## src/rtl/counter_axil_pkg.sv

```systemverilog
// Shared register map, response code and handshake FSM state types for the
// counter AXI4-Lite register block.
package counter_axil_pkg;

   localparam logic [31:0] REG_CTRL_OFF   = 32'h0;
   localparam logic [31:0] REG_START_OFF  = 32'h4;
   localparam logic [31:0] REG_COUNT_OFF  = 32'h8;
   localparam logic [31:0] REG_STATUS_OFF = 32'hC;

   localparam int CTRL_EN_BIT  = 0;
   localparam int CTRL_DIR_BIT = 1;

   localparam logic [1:0] RESP_OKAY = 2'b00;

   typedef enum logic {
      W_IDLE = 1'b0,
      W_RESP = 1'b1
   } w_state_e;

   typedef enum logic {
      R_IDLE = 1'b0,
      R_DATA = 1'b1
   } r_state_e;

endpackage

```

## src/rtl/counter_axil_regs_wrap_detect.sv

```systemverilog
// Flags a counter wrap: the count jumped between 0xFF and 0x00 in either
// direction since the previous clock edge.
module counter_wrap_detect (
   input  logic       aclk,
   input  logic       aresetn,
   input  logic [7:0] count,
   output logic       wrap_pulse
);

   logic [7:0] count_q;

   // NOTE: sequential state is written with non-blocking assignments only, so
   // every flop samples the values from before the edge.
   always_ff @(posedge aclk) begin
      if (!aresetn) begin
         count_q <= 8'h00;
      end else begin
         count_q <= count;
      end
   end

   assign wrap_pulse = ((count_q == 8'hFF) && (count == 8'h00)) ||
                       ((count_q == 8'h00) && (count == 8'hFF));

endmodule

```

## src/rtl/counter_axil_regs.sv

```systemverilog
// AXI4-Lite slave holding the control and start value of an external 8-bit
// counter stage, exposing its live count and a sticky wrap flag.
module counter_axil_regs
   import counter_axil_pkg::*;
#(
   parameter int C_ADDR_WIDTH = 4,
   parameter int C_DATA_WIDTH = 32
) (
   input  logic                      aclk,
   input  logic                      aresetn,
   input  logic [C_ADDR_WIDTH-1:0]   s_axi_awaddr,
   input  logic                      s_axi_awvalid,
   output logic                      s_axi_awready,
   input  logic [C_DATA_WIDTH-1:0]   s_axi_wdata,
   input  logic [C_DATA_WIDTH/8-1:0] s_axi_wstrb,
   input  logic                      s_axi_wvalid,
   output logic                      s_axi_wready,
   output logic [1:0]                s_axi_bresp,
   output logic                      s_axi_bvalid,
   input  logic                      s_axi_bready,
   input  logic [C_ADDR_WIDTH-1:0]   s_axi_araddr,
   input  logic                      s_axi_arvalid,
   output logic                      s_axi_arready,
   output logic [C_DATA_WIDTH-1:0]   s_axi_rdata,
   output logic [1:0]                s_axi_rresp,
   output logic                      s_axi_rvalid,
   input  logic                      s_axi_rready,
   output logic                      cnt_enable,
   output logic                      cnt_inc_dec,
   output logic [7:0]                cnt_start_value,
   input  logic [7:0]                cnt_count_in
);

   w_state_e                  w_state_q;
   r_state_e                  r_state_q;
   logic                      bvalid_q;
   logic                      arready_q;
   logic                      rvalid_q;
   logic [C_DATA_WIDTH-1:0]   rdata_q;
   logic [C_DATA_WIDTH-1:0]   rdata_d;
   logic                      en_q;
   logic                      dir_q;
   logic [7:0]                start_q;
   logic                      wrap_q;
   logic                      wrap_d;
   logic                      wrap_pulse;
   logic                      aw_w_hs;
   logic                      lane0_we;
   logic                      unused_bits;

   // Byte-lane offset bits are ignored; upper bits above the map must be zero.
   function automatic logic sel(input logic [C_ADDR_WIDTH-1:0] addr,
                                input logic [31:0]             off);
      return addr[C_ADDR_WIDTH-1:2] == off[C_ADDR_WIDTH-1:2];
   endfunction

   counter_wrap_detect u_wrap_detect (
      .aclk       (aclk),
      .aresetn    (aresetn),
      .count      (cnt_count_in),
      .wrap_pulse (wrap_pulse)
   );

   // Address and data are accepted together, and only while no response is pending.
   assign aw_w_hs  = aresetn && (w_state_q == W_IDLE) && s_axi_awvalid && s_axi_wvalid;
   assign lane0_we = aw_w_hs && s_axi_wstrb[0];

   // A wrap arriving with a write-1-to-clear keeps the flag set.
   assign wrap_d = (wrap_q && !(lane0_we && sel(s_axi_awaddr, REG_STATUS_OFF) && s_axi_wdata[0]))
                   || wrap_pulse;

   always_ff @(posedge aclk) begin
      if (!aresetn) begin
         w_state_q <= W_IDLE;
         bvalid_q  <= 1'b0;
         en_q      <= 1'b0;
         dir_q     <= 1'b0;
         start_q   <= 8'h00;
         wrap_q    <= 1'b0;
      end else begin
         case (w_state_q)
            W_IDLE: if (aw_w_hs) begin
               w_state_q <= W_RESP;
               bvalid_q  <= 1'b1;
            end
            W_RESP: if (s_axi_bready) begin
               w_state_q <= W_IDLE;
               bvalid_q  <= 1'b0;
            end
         endcase
         if (lane0_we && sel(s_axi_awaddr, REG_CTRL_OFF)) begin
            en_q  <= s_axi_wdata[CTRL_EN_BIT];
            dir_q <= s_axi_wdata[CTRL_DIR_BIT];
         end
         if (lane0_we && sel(s_axi_awaddr, REG_START_OFF)) begin
            start_q <= s_axi_wdata[7:0];
         end
         wrap_q <= wrap_d;
      end
   end

   // NOTE: the read mux assigns a default first so no path leaves rdata_d
   // unassigned, which would otherwise infer a latch.
   always_comb begin
      rdata_d = '0;
      if (sel(s_axi_araddr, REG_CTRL_OFF)) begin
         rdata_d[CTRL_EN_BIT]  = en_q;
         rdata_d[CTRL_DIR_BIT] = dir_q;
      end else if (sel(s_axi_araddr, REG_START_OFF)) begin
         rdata_d[7:0] = start_q;
      end else if (sel(s_axi_araddr, REG_COUNT_OFF)) begin
         rdata_d[7:0] = cnt_count_in;
      end else if (sel(s_axi_araddr, REG_STATUS_OFF)) begin
         rdata_d[0] = wrap_q;
      end
   end

   always_ff @(posedge aclk) begin
      if (!aresetn) begin
         r_state_q <= R_IDLE;
         arready_q <= 1'b0;
         rvalid_q  <= 1'b0;
         rdata_q   <= '0;
      end else begin
         case (r_state_q)
            R_IDLE: begin
               arready_q <= 1'b1;
               if (arready_q && s_axi_arvalid) begin
                  r_state_q <= R_DATA;
                  arready_q <= 1'b0;
                  rvalid_q  <= 1'b1;
                  rdata_q   <= rdata_d;
               end
            end
            R_DATA: if (s_axi_rready) begin
               r_state_q <= R_IDLE;
               arready_q <= 1'b1;
               rvalid_q  <= 1'b0;
            end
         endcase
      end
   end

   assign s_axi_awready   = aw_w_hs;
   assign s_axi_wready    = aw_w_hs;
   assign s_axi_bvalid    = bvalid_q;
   assign s_axi_bresp     = RESP_OKAY;
   assign s_axi_arready   = arready_q;
   assign s_axi_rvalid    = rvalid_q;
   assign s_axi_rdata     = rdata_q;
   assign s_axi_rresp     = RESP_OKAY;
   assign cnt_enable      = en_q;
   assign cnt_inc_dec     = dir_q;
   assign cnt_start_value = start_q;

   assign unused_bits = ^{s_axi_wdata[C_DATA_WIDTH-1:8], s_axi_wstrb[C_DATA_WIDTH/8-1:1],
                          s_axi_awaddr[1:0], s_axi_araddr[1:0]};

endmodule

```

## config.mk

```make
export PLATFORM = sky130hd
export DESIGN_NAME = counter_axil_regs
export DESIGN_NICKNAME = d
export VERILOG_FILES = /design/src/rtl/counter_axil_pkg.sv /design/src/rtl/counter_axil_regs_wrap_detect.sv /design/src/rtl/counter_axil_regs.sv
export SDC_FILE = /design/constraint.sdc
export NUM_CORES = 1
export LEC_CHECK = 0
export BUFFER_PORTS_ARGS = -buffer_cell sky130_fd_sc_hd__buf_2
export CORE_MARGIN = 1
export CORE_UTILIZATION = 43
export CTS_CLUSTER_DIAMETER = 120
export DETAILED_ROUTE_END_ITERATION = 8
export PLACE_DENSITY = 0.9
export SYNTH_ARGS = -nofsm -noshare
export SYNTH_HDL_FRONTEND = slang
export SYNTH_SLANG_ARGS = --single-unit
```

## constraint.sdc

```tcl
create_clock -name aclk -period 2.35 [get_ports aclk]
set_input_delay 0.235 -clock aclk [delete_from_list [all_inputs] [get_ports aclk]]
set_output_delay 0.235 -clock aclk [all_outputs]
set_load 0.02 [all_outputs]
```

==> results of run 1 <==
## flip-flops by register name, summed over array words and instances, names as in the netlist
name and flops:
w_state_q 1, cnt_inc_dec 1, s_axi_bvalid 1, r_state_q 1
cnt_start_value 8, s_axi_rdata 8, u_wrap_detect.count_q 8, cnt_enable 1
wrap_q 1, s_axi_rvalid 1, s_axi_arready 1
## placed cells by master, fill, tap and decap left out, drive strengths merged, types with 4 or more instances in the layout
cell type  synthesis  layout
a21oi              4       4
a221oi             6       6
and2               8       8
buf               31      51
clkbuf             5       8
conb               1      28
dfxtp             32      32
mux2i              8       8
nand2             18      18
nand4              7       7
nor2               9       9
nor3               6       6
o21ai              5       5
or4                7       7
## per-layer routing
metal	routed length, um	track usage
met5	0	0
met4	11	0.0812
met3	261	0.0746
met2	1540	0.298
met1	1230	0.212
## through the flow
stage	setup slack [ns]	instance area (um2)	instances	hold WS, ns	util
floorplan	0.846	1580	192	0.330	-
finish	0.666	1710	259	0.0918	0.541
CTS	0.699	1710	259	0.0837	0.541
global placement	0.725	1650	251	0.431	0.522
detailed placement	0.739	1650	251	0.434	0.522
global route	0.608	1710	259	0.0675	0.541
## cell type report
class	instances	area [um2]	share of cell area
Inverter	3	11.3	0.00660
Tap cell	44	55.1	0.0323
Clock buffer	8	58.8	0.0345
Sequential cell	32	641	0.376
Timing Repair Buffer	51	258	0.151
Multi-Input combinational cell	121	682	0.400
## report_power, final
group          internal [W]  switching [W]  total [W]
sequential         0.000566      0.0000120   0.000578
clock              0.000147       0.000169   0.000316
combinational     0.0000546       0.000118   0.000172
total              0.000768       0.000298    0.00107
## Yosys cell counts
library cell	count
and3b_1	1
clkbuf_1	5
a221oi_1	6
mux4_2	1
mux2i_1	8
and2_1	8
nand3_1	1
nand2_1	18
nand4_1	7
buf_4	29
dfxtp_1	32
a31oi_1	1
nand3b_1	1
o31ai_1	1
a21oi_1	4
buf_2	2
nor3_1	6
nand2b_1	1
o21ai_0	5
or4_1	7
inv_1	3
a2bb2oi_1	1
nand4b_1	1
conb_1	1
nor2_1	9
a211oi_1	2
nor2b_1	3
and3_1	1
## worst max-delay path: stages (launching register included)
cell and delay (ns):
dfxtp_1 0.32, or4_1 0.51, or4_1 0.55, a31oi_1 0.22
## kinds of logic (layout without fill, tap and decap cells)
logic type	after synthesis	in the layout
and+or+nand+nor	64	64
buffers and inverters	39	62
DFF	32	32
AOI/OAI and AO/OA	20	20
muxes	9	9
other	1	28
## worst paths after layout
kind                                          startpoint             end  slack, ns  cells after the start
worst max-delay path            u_wrap_detect.count_q[1]          wrap_q       0.67                      3
worst min-delay path                        s_axi_bready    s_axi_bvalid       0.09                      2
worst max register to register  u_wrap_detect.count_q[1]          wrap_q       0.67                      3
worst min register to register            s_axi_rdata[0]  s_axi_rdata[0]       0.46                      2
==> metrics.cfg, run 1 <==
[synthesis]
synth-seq-cells=32
synthTopCellsByArea=dfxtp_1 43%, buf_4 15%, mux2i_1 5.4%, nand2_1 4.6%, or4_1 3.6%
synth_top_area_cell=dfxtp_1
syn_area_um2=1480
ys_types=28
yosys.area_share.simple=0.229
syn-instance-count=165
synth_compound_area_frac=0.0914
synth_mux_area_frac=0.0694
synth-xor-area-share=0
yosysWarnings=0
synth_top_cell_area_share=0.433
synth_top_family_by_area=simple AND/OR/NAND/NOR gates
yosysSeqAreaShare=0.433
synth.avg_cell_area_um2=8.96
synthAdderAreaFrac=0

[sta]
finalClockSkew_ns=0.00515
grt_setup_unrepaired=no
setup_tns_ns=0
fin_crit_sh=0.717
fmax_mhz=594
slew_violations=0
period_needed_ns=1.68
hold_viol=0
setup_viol=0

[final_layout]
syn_to_final_growth_pct=15.3
num_antenna_cells=0
fill_cells=309
layout-drive-gt1-share=0.270
fin_nets=273

[cts]
cts_made_buffers=5
cts_tree=done
clk_latency_ns=0.32
clock_sinks=32
post_cts_buffers=0
cts_resized=0
cts.clk_slew.worst_paths_ns=0.09
htreeDepth=2
cts_hold_buffers=0
cts_buffer_depth=2
root_buffer=clkbuf_4

[floorplanning]
row_count=20
die_w_um=60.6
die_y_um=60.6
ioPinCount=110
die-area_um2=3680
start_util=0.469
fp.coreArea_um2=3150

[route]
dr_total_vias=1220
detail_route.first_pass.iterations=4
first_iter_violations=40
wl_per_cell_um=11.7
antenna_left=0
via_per_inst=4.71
drc=0
drt-total-wl_mm=3.04

[global_route]
grt_pass1_vias=1065
grt_max_degree=27
antenna_found_initial=0
grt_overflow_total=0
grtUsageTotal=0.183
grt_pass1_wl_mm=4.77

[placed_design]
gp_congestion=0.864
dp_hpwl_mm=2.41
port-buffer-count=50

[worst_hold_path]
hold_class=in -> reg

[critical_path]
critPathCaptureType=flop
required_ns=2.59
path_class=reg -> reg
crit_fanout=2
arrival_ns=1.92
cp-start-kind=flop

[power_and_ir_drop]
pwr_density_cell_nw_per_um2=625
max-vdd-ir-drop_mv=0.389
p_leak_nw=0.808
p_total_w=0.00107

[run]
maxCapViolations=0

[outcome]
run_status=complete, no violations

Power figures use the tool's default switching activity.
==> run 2: changes to the inputs <==
- CORE_UTILIZATION: 43 -> 40
- PLACE_DENSITY: 0.9 -> 0.85
- clock period: 2.35 -> 1.6 ns (I/O delays scaled with it)
==> run 2 against run 1 <==
The flow now finishes with violations (setup timing); maximum frequency is 2.5% higher; sequential share of layout area fell by 1.2 points; final cell count increased by 1.9%; sequential power up 47%; worst hold slack got worse by 0.032 ns; combinational power increased by 51%; clock power up 100%; power up 63%; critical path depth unchanged; core utilization shrank 2.9 points; critical endpoint unchanged; largest power group unchanged.
==> metrics.cfg, run 2 (same netlist as run 1, synthesis figures left out) <==
[placed_design]
gp_congestion=0.803  ; was 0.864
dp.cells=256  ; was 251
dp_hpwl_mm=2.49  ; was 2.41 mm
port-buffer-count=50  ; unchanged
placed_cell_area_um2=1670  ; was 1650 um2

[global_route]
grtUsageTotal=0.180  ; was 0.183
grt_pass1_wl_mm=5.29  ; was 4.77 mm
antenna_found_initial=0  ; unchanged
grt_overflow_total=0  ; unchanged
grt_max_degree=27  ; unchanged
grt_pass1_vias=1157  ; was 1065

[critical_path]
r2r_cells=3  ; unchanged
path_class=reg -> reg  ; unchanged
r2r_slack_ns=-0.04  ; was 0.67 ns
critPathCaptureType=flop  ; unchanged
required_ns=1.80  ; was 2.59 ns
crit_buf_inv=0  ; unchanged
arrival_ns=1.84  ; was 1.92 ns
path_cells=or4_1, or4_1, a31oi_1  ; unchanged
cp_common_cell=or4_1  ; unchanged
r2r_end=wrap_q  ; unchanged
crit_fanout=2  ; unchanged
cp_slowest_stage_delay_ns=0.53  ; was 0.55 ns
cpLargestDelayFamily=simple AND/OR/NAND/NOR gates  ; unchanged
r2r_start=u_wrap_detect.count_q[1]  ; unchanged
cp-start-kind=flop  ; unchanged
slowest_stage=or4_1  ; unchanged

[worst_hold_path]
holdPathStages=2  ; unchanged
hold_end=s_axi_bvalid  ; unchanged
hold_class=in -> reg  ; unchanged
hp-start=s_axi_bready  ; unchanged

[sta]
setup_viol=1  ; was 0
setup_tns_ns=-0.0440  ; was 0 ns
slew_violations=0  ; unchanged
period_needed_ns=1.64  ; was 1.68 ns
fmax_mhz=608  ; was 594 MHz
grt_setup_unrepaired=yes  ; was no
setup_ws_ns=-0.0440  ; was 0.666 ns
fin_crit_sh=1.03  ; was 0.717
hold_viol=0  ; unchanged
finalClockSkew_ns=0.00447  ; was 0.00515 ns

[run]
maxCapViolations=0  ; unchanged

[floorplanning]
start_util=0.430  ; was 0.469
fp.coreArea_um2=3440  ; was 3150 um2
die_y_um=62.8  ; was 60.6 um
die_w_um=62.8  ; was 60.6 um
row_count=21  ; was 20
ioPinCount=110  ; unchanged
die-area_um2=3940  ; was 3680 um2

[cts]
cts_made_buffers=5  ; unchanged
clock_sinks=32  ; unchanged
cts_buffer_depth=2  ; unchanged
cts.clk_slew.worst_paths_ns=0.06  ; was 0.09 ns
clk_latency_ns=0.28  ; was 0.32 ns
htreeDepth=2  ; unchanged
cts_tree=done  ; unchanged
cts_hold_buffers=0  ; unchanged
post_cts_buffers=0  ; unchanged
root_buffer=clkbuf_8  ; was clkbuf_4

[route]
dr_total_vias=1275  ; was 1220
via_per_inst=4.83  ; was 4.71
antenna_left=0  ; unchanged
detail_route.first_pass.iterations=4  ; unchanged
wl_met2_mm=1.56  ; was 1.54 mm
drt-total-wl_mm=3.23  ; was 3.04 mm
first_iter_violations=89  ; was 40
dr_wl_met3_um=223  ; was 261 um
drc=0  ; unchanged
wl_per_cell_um=12.2  ; was 11.7 um
top_layer=met4  ; unchanged
wl_met1_mm=1.38  ; was 1.23 mm

[final_layout]
layout-drive-gt1-share=0.284  ; was 0.270
final_common_cell=buf_2  ; unchanged
fill_cells=370  ; was 309
syn_to_final_growth_pct=19.2  ; was 15.3%
num_antenna_cells=0  ; unchanged
fin_nets=276  ; was 273
mostFrequentLayoutCells=50 x buf_2, 32 x dfxtp_1, 28 x conb_1  ; unchanged
fin_area_um2=1760  ; was 1710 um2
fin_cells=264  ; was 259

[power_and_ir_drop]
max-vdd-ir-drop_mv=0.459  ; was 0.389 mV
p_leak_nw=0.835  ; was 0.808 nW
pwr_density_cell_nw_per_um2=988  ; was 625 nW/um2

[outcome]
violations=setup timing
run_status=finished with violations  ; was complete, no violations

[run 2: final cells by class]
cell class	instances	area (um2)	area share
Sequential cell	32	641	0.363
Multi-Input combinational cell	121	683	0.388
Inverter	3	11.3	0.00639
Clock buffer	8	90.1	0.0511
Timing Repair Buffer	54	280	0.159
Tap cell	46	57.6	0.0326
[run 2: metal layers]
metal,up-vias,track usage
li1,623,-
met1,583,0.205
met2,63,0.283
met3,6,0.0712
met4,0,0.105
met5,-,0
[run 2: timing repair]
action	in CTS	in global routing
resized for setup	0	1
pin swaps	2	0
hold endpoints to repair	0	0
endpoints found under the setup margin	1	8
[run 2: per-stage QoR]
step,util,power [W],setup WS (ns),hold slack (ns)
after floorplan,-,0.00109,0.0958,0.255
after global placement,0.486,0.00112,-0.0167,0.355
after detailed placement,0.486,0.00113,-0.00462,0.362
after CTS,0.512,0.00175,-0.0338,0.0548
after global routing,0.512,0.00184,-0.0538,0.0567
final,0.512,0.00174,-0.0440,0.0595
[run 2: where the power goes]
part / leakage (nW) / switching [W] / internal [W]
clock network: 0.0455 / 0.000282 / 0.000350
logic: 0.528 / 0.000175 / 0.0000849
registers: 0.262 / 0.0000178 / 0.000832
total: 0.835 / 0.000475 / 0.00127
[run 2: worst max-delay path by stage]
stage | start | end | slack, ns | cells past startpoint
after global placement | u_wrap_detect.count_q[1] | wrap_q | -0.02 | 3
final | u_wrap_detect.count_q[1] | wrap_q | -0.04 | 3
after detailed placement | u_wrap_detect.count_q[1] | wrap_q | -0.005 | 3
after global routing | u_wrap_detect.count_q[1] | wrap_q | -0.05 | 3
after CTS | u_wrap_detect.count_q[2] | wrap_q | -0.03 | 3
after floorplan | u_wrap_detect.count_q[1] | wrap_q | 0.1 | 3
==> run 3: changes to the inputs <==
==> constraint.sdc (replaced) <==
create_clock -name aclk -period 1.6 [get_ports aclk]
set_input_delay 0.32 -clock aclk [delete_from_list [all_inputs] [get_ports aclk]]
set_output_delay 0.32 -clock aclk [all_outputs]
set_load 0.02 [all_outputs]
==> run 3 against run 2 <==
The run still ends with setup timing left; register-to-register slack worse by 0.02 ns; routed wire length is 3.7% higher; critical path depth stayed put; clock skew rose by 0.0059 ns; combinational power is 5% higher; global-route usage down 0.30 points; first-iteration DRC count is 1.1% higher; sequential power hardly changed; critical path type unchanged; largest cell class unchanged.
==> metrics.cfg, run 3 (same netlist as run 1, synthesis figures left out) <==
[critical_path]
crit_fanout=2  ; unchanged
path_cells=or4_4, or4_4, a31oi_4  ; was or4_1, or4_1, a31oi_1
cp_common_cell=or4_4  ; was or4_1
required_ns=1.81  ; was 1.80 ns
path_class=reg -> reg  ; unchanged
critPathCaptureType=flop  ; unchanged
arrival_ns=1.87  ; was 1.84 ns
slowest_stage=or4_4  ; was or4_1
cp_slowest_stage_delay_ns=0.56  ; was 0.53 ns
cp-start-kind=flop  ; unchanged

[floorplanning]
die_y_um=62.8  ; unchanged
start_util=0.430  ; unchanged
ioPinCount=110  ; unchanged
die-area_um2=3940  ; unchanged
fp.coreArea_um2=3440  ; unchanged
die_w_um=62.8  ; unchanged
row_count=21  ; unchanged

[placed_design]
gp_congestion=0.803  ; about the same
dp_hpwl_mm=2.50  ; was 2.49 mm
place_ws_ns=-0.0927  ; was -0.00462 ns
placed_cell_area_um2=1710  ; was 1670 um2
port-buffer-count=50  ; unchanged

[cts]
cts.clk_slew.worst_paths_ns=0.07  ; was 0.06 ns
cts_buffer_depth=2  ; unchanged
htreeDepth=2  ; unchanged
clock_sinks=32  ; unchanged
clk_latency_ns=0.29  ; was 0.28 ns
cts_hold_buffers=0  ; unchanged
cts_made_buffers=5  ; unchanged
cts_tree=done  ; unchanged
root_buffer=clkbuf_8  ; unchanged

[final_layout]
fin_area_um2=1850  ; was 1760 um2
layout-drive-gt1-share=0.335  ; was 0.284
mostFrequentLayoutCells=50 x buf_2, 30 x dfxtp_1, 28 x conb_1  ; was 50 x buf_2, 32 x dfxtp_1, 28 x conb_1
final_common_cell=buf_2  ; unchanged
fin_nets=282  ; was 276
syn_to_final_growth_pct=25.3  ; was 19.2%
num_antenna_cells=0  ; unchanged

[global_route]
grt_pass1_wl_mm=5.37  ; was 5.29 mm
grt_max_degree=27  ; unchanged
grtUsageTotal=0.177  ; was 0.180
grt_pass1_vias=1167  ; was 1157
grt_overflow_total=0  ; unchanged
antenna_found_initial=0  ; unchanged

[power_and_ir_drop]
pwr_density_cell_nw_per_um2=1030  ; was 988 nW/um2
max-vdd-ir-drop_mv=0.509  ; was 0.459 mV
p_leak_nw=0.875  ; was 0.835 nW

[sta]
fmax_mhz=602  ; was 608 MHz
hold_viol=0  ; unchanged
period_needed_ns=1.66  ; was 1.64 ns
setup_viol=1  ; unchanged
fin_crit_sh=1.04  ; was 1.03
setup_ws_ns=-0.0598  ; was -0.0440 ns
slew_violations=0  ; unchanged
setup_tns_ns=-0.0598  ; was -0.0440 ns
finalClockSkew_ns=0.0104  ; was 0.00447 ns
grt_setup_unrepaired=yes  ; unchanged

[run]
maxCapViolations=0  ; unchanged

[route]
via_per_inst=4.83  ; about the same
detail_route.first_pass.iterations=4  ; unchanged
drc=0  ; unchanged
wl_per_cell_um=12.4  ; was 12.2 um
antenna_left=0  ; unchanged
drt-total-wl_mm=3.35  ; was 3.23 mm
dr_total_vias=1303  ; was 1275
first_iter_violations=90  ; was 89

[outcome]
violations=setup timing  ; unchanged
run_status=finished with violations  ; unchanged

[worst_hold_path]
hold_class=in -> reg  ; unchanged

[run 3: changes by cell type in the layout (fill, tap and decap cells not counted), moves of 2 or more]
cell      delta
clkbuf_1     -2
or4_4        +2
dfxtp_1      -2
buf_4        +6
dfxtp_2      +2
or4_1        -2
[run 3: timing repair]
action / 4_1_cts / 5_1_grt
buffers inserted: 0 / 1
cloned: 0 / 0
gates resized for setup: 1 / 6
setup endpoints to repair: 1 / 9
pin swaps: 2 / 3
[run 3: final timing paths]
check	startpoint	to	slack, ns	depth (start not counted)
min	s_axi_rready	s_axi_rvalid	0.22	2
max	u_wrap_detect.count_q[5]	wrap_q	-0.06	3
max reg2reg	u_wrap_detect.count_q[5]	wrap_q	-0.06	3
min reg2reg	s_axi_rdata[0]	s_axi_rdata[0]	0.45	2
[run 3: per-stage QoR]
step | power (W) | hold slack (ns) | instances | utilization
3_3_place_gp | 0.00113 | 0.441 | 261 | 0.497
6_report | 0.00190 | 0.220 | 270 | 0.538
5_1_grt | 0.00199 | 0.207 | 270 | 0.538
3_5_place_dp | 0.00114 | 0.445 | 261 | 0.497
4_1_cts | 0.00190 | 0.212 | 269 | 0.530
2_1_floorplan | 0.00109 | 0.415 | 192 | -
[run 3: cell type report]
cell class	instances	area [um2]
fillers	341	1590
inverters	3	11.3
well taps	46	57.6
multi-input cells	121	704
repair buffers	60	325
clock buffers	5	68.8
clock inverters	3	42.5
flip-flops and latches	32	643
[run 3: report_power, final]
group          internal, W  switching (W)  leakage (nW)
clock network     0.000461       0.000317        0.0541
registers         0.000832      0.0000191         0.263
logic            0.0000955       0.000178         0.559
total              0.00139       0.000514         0.875
[run 3: routing by layer]
metal / wire length, um / vias up / GRT usage
met5: 0 / - / 0
met4: 71 / 0 / 0.0814
met3: 232 / 7 / 0.0547
met2: 1580 / 60 / 0.281
met1: 1460 / 599 / 0.216
li1: - / 637 / -
[run 3: critical path, delay by kind of cell, from the launching register on]
kind	cells	cell delay, ns
AOI/OAI and AO/OA	1	0.17
DFF	1	0.32
and+or+nand+nor	2	1.08
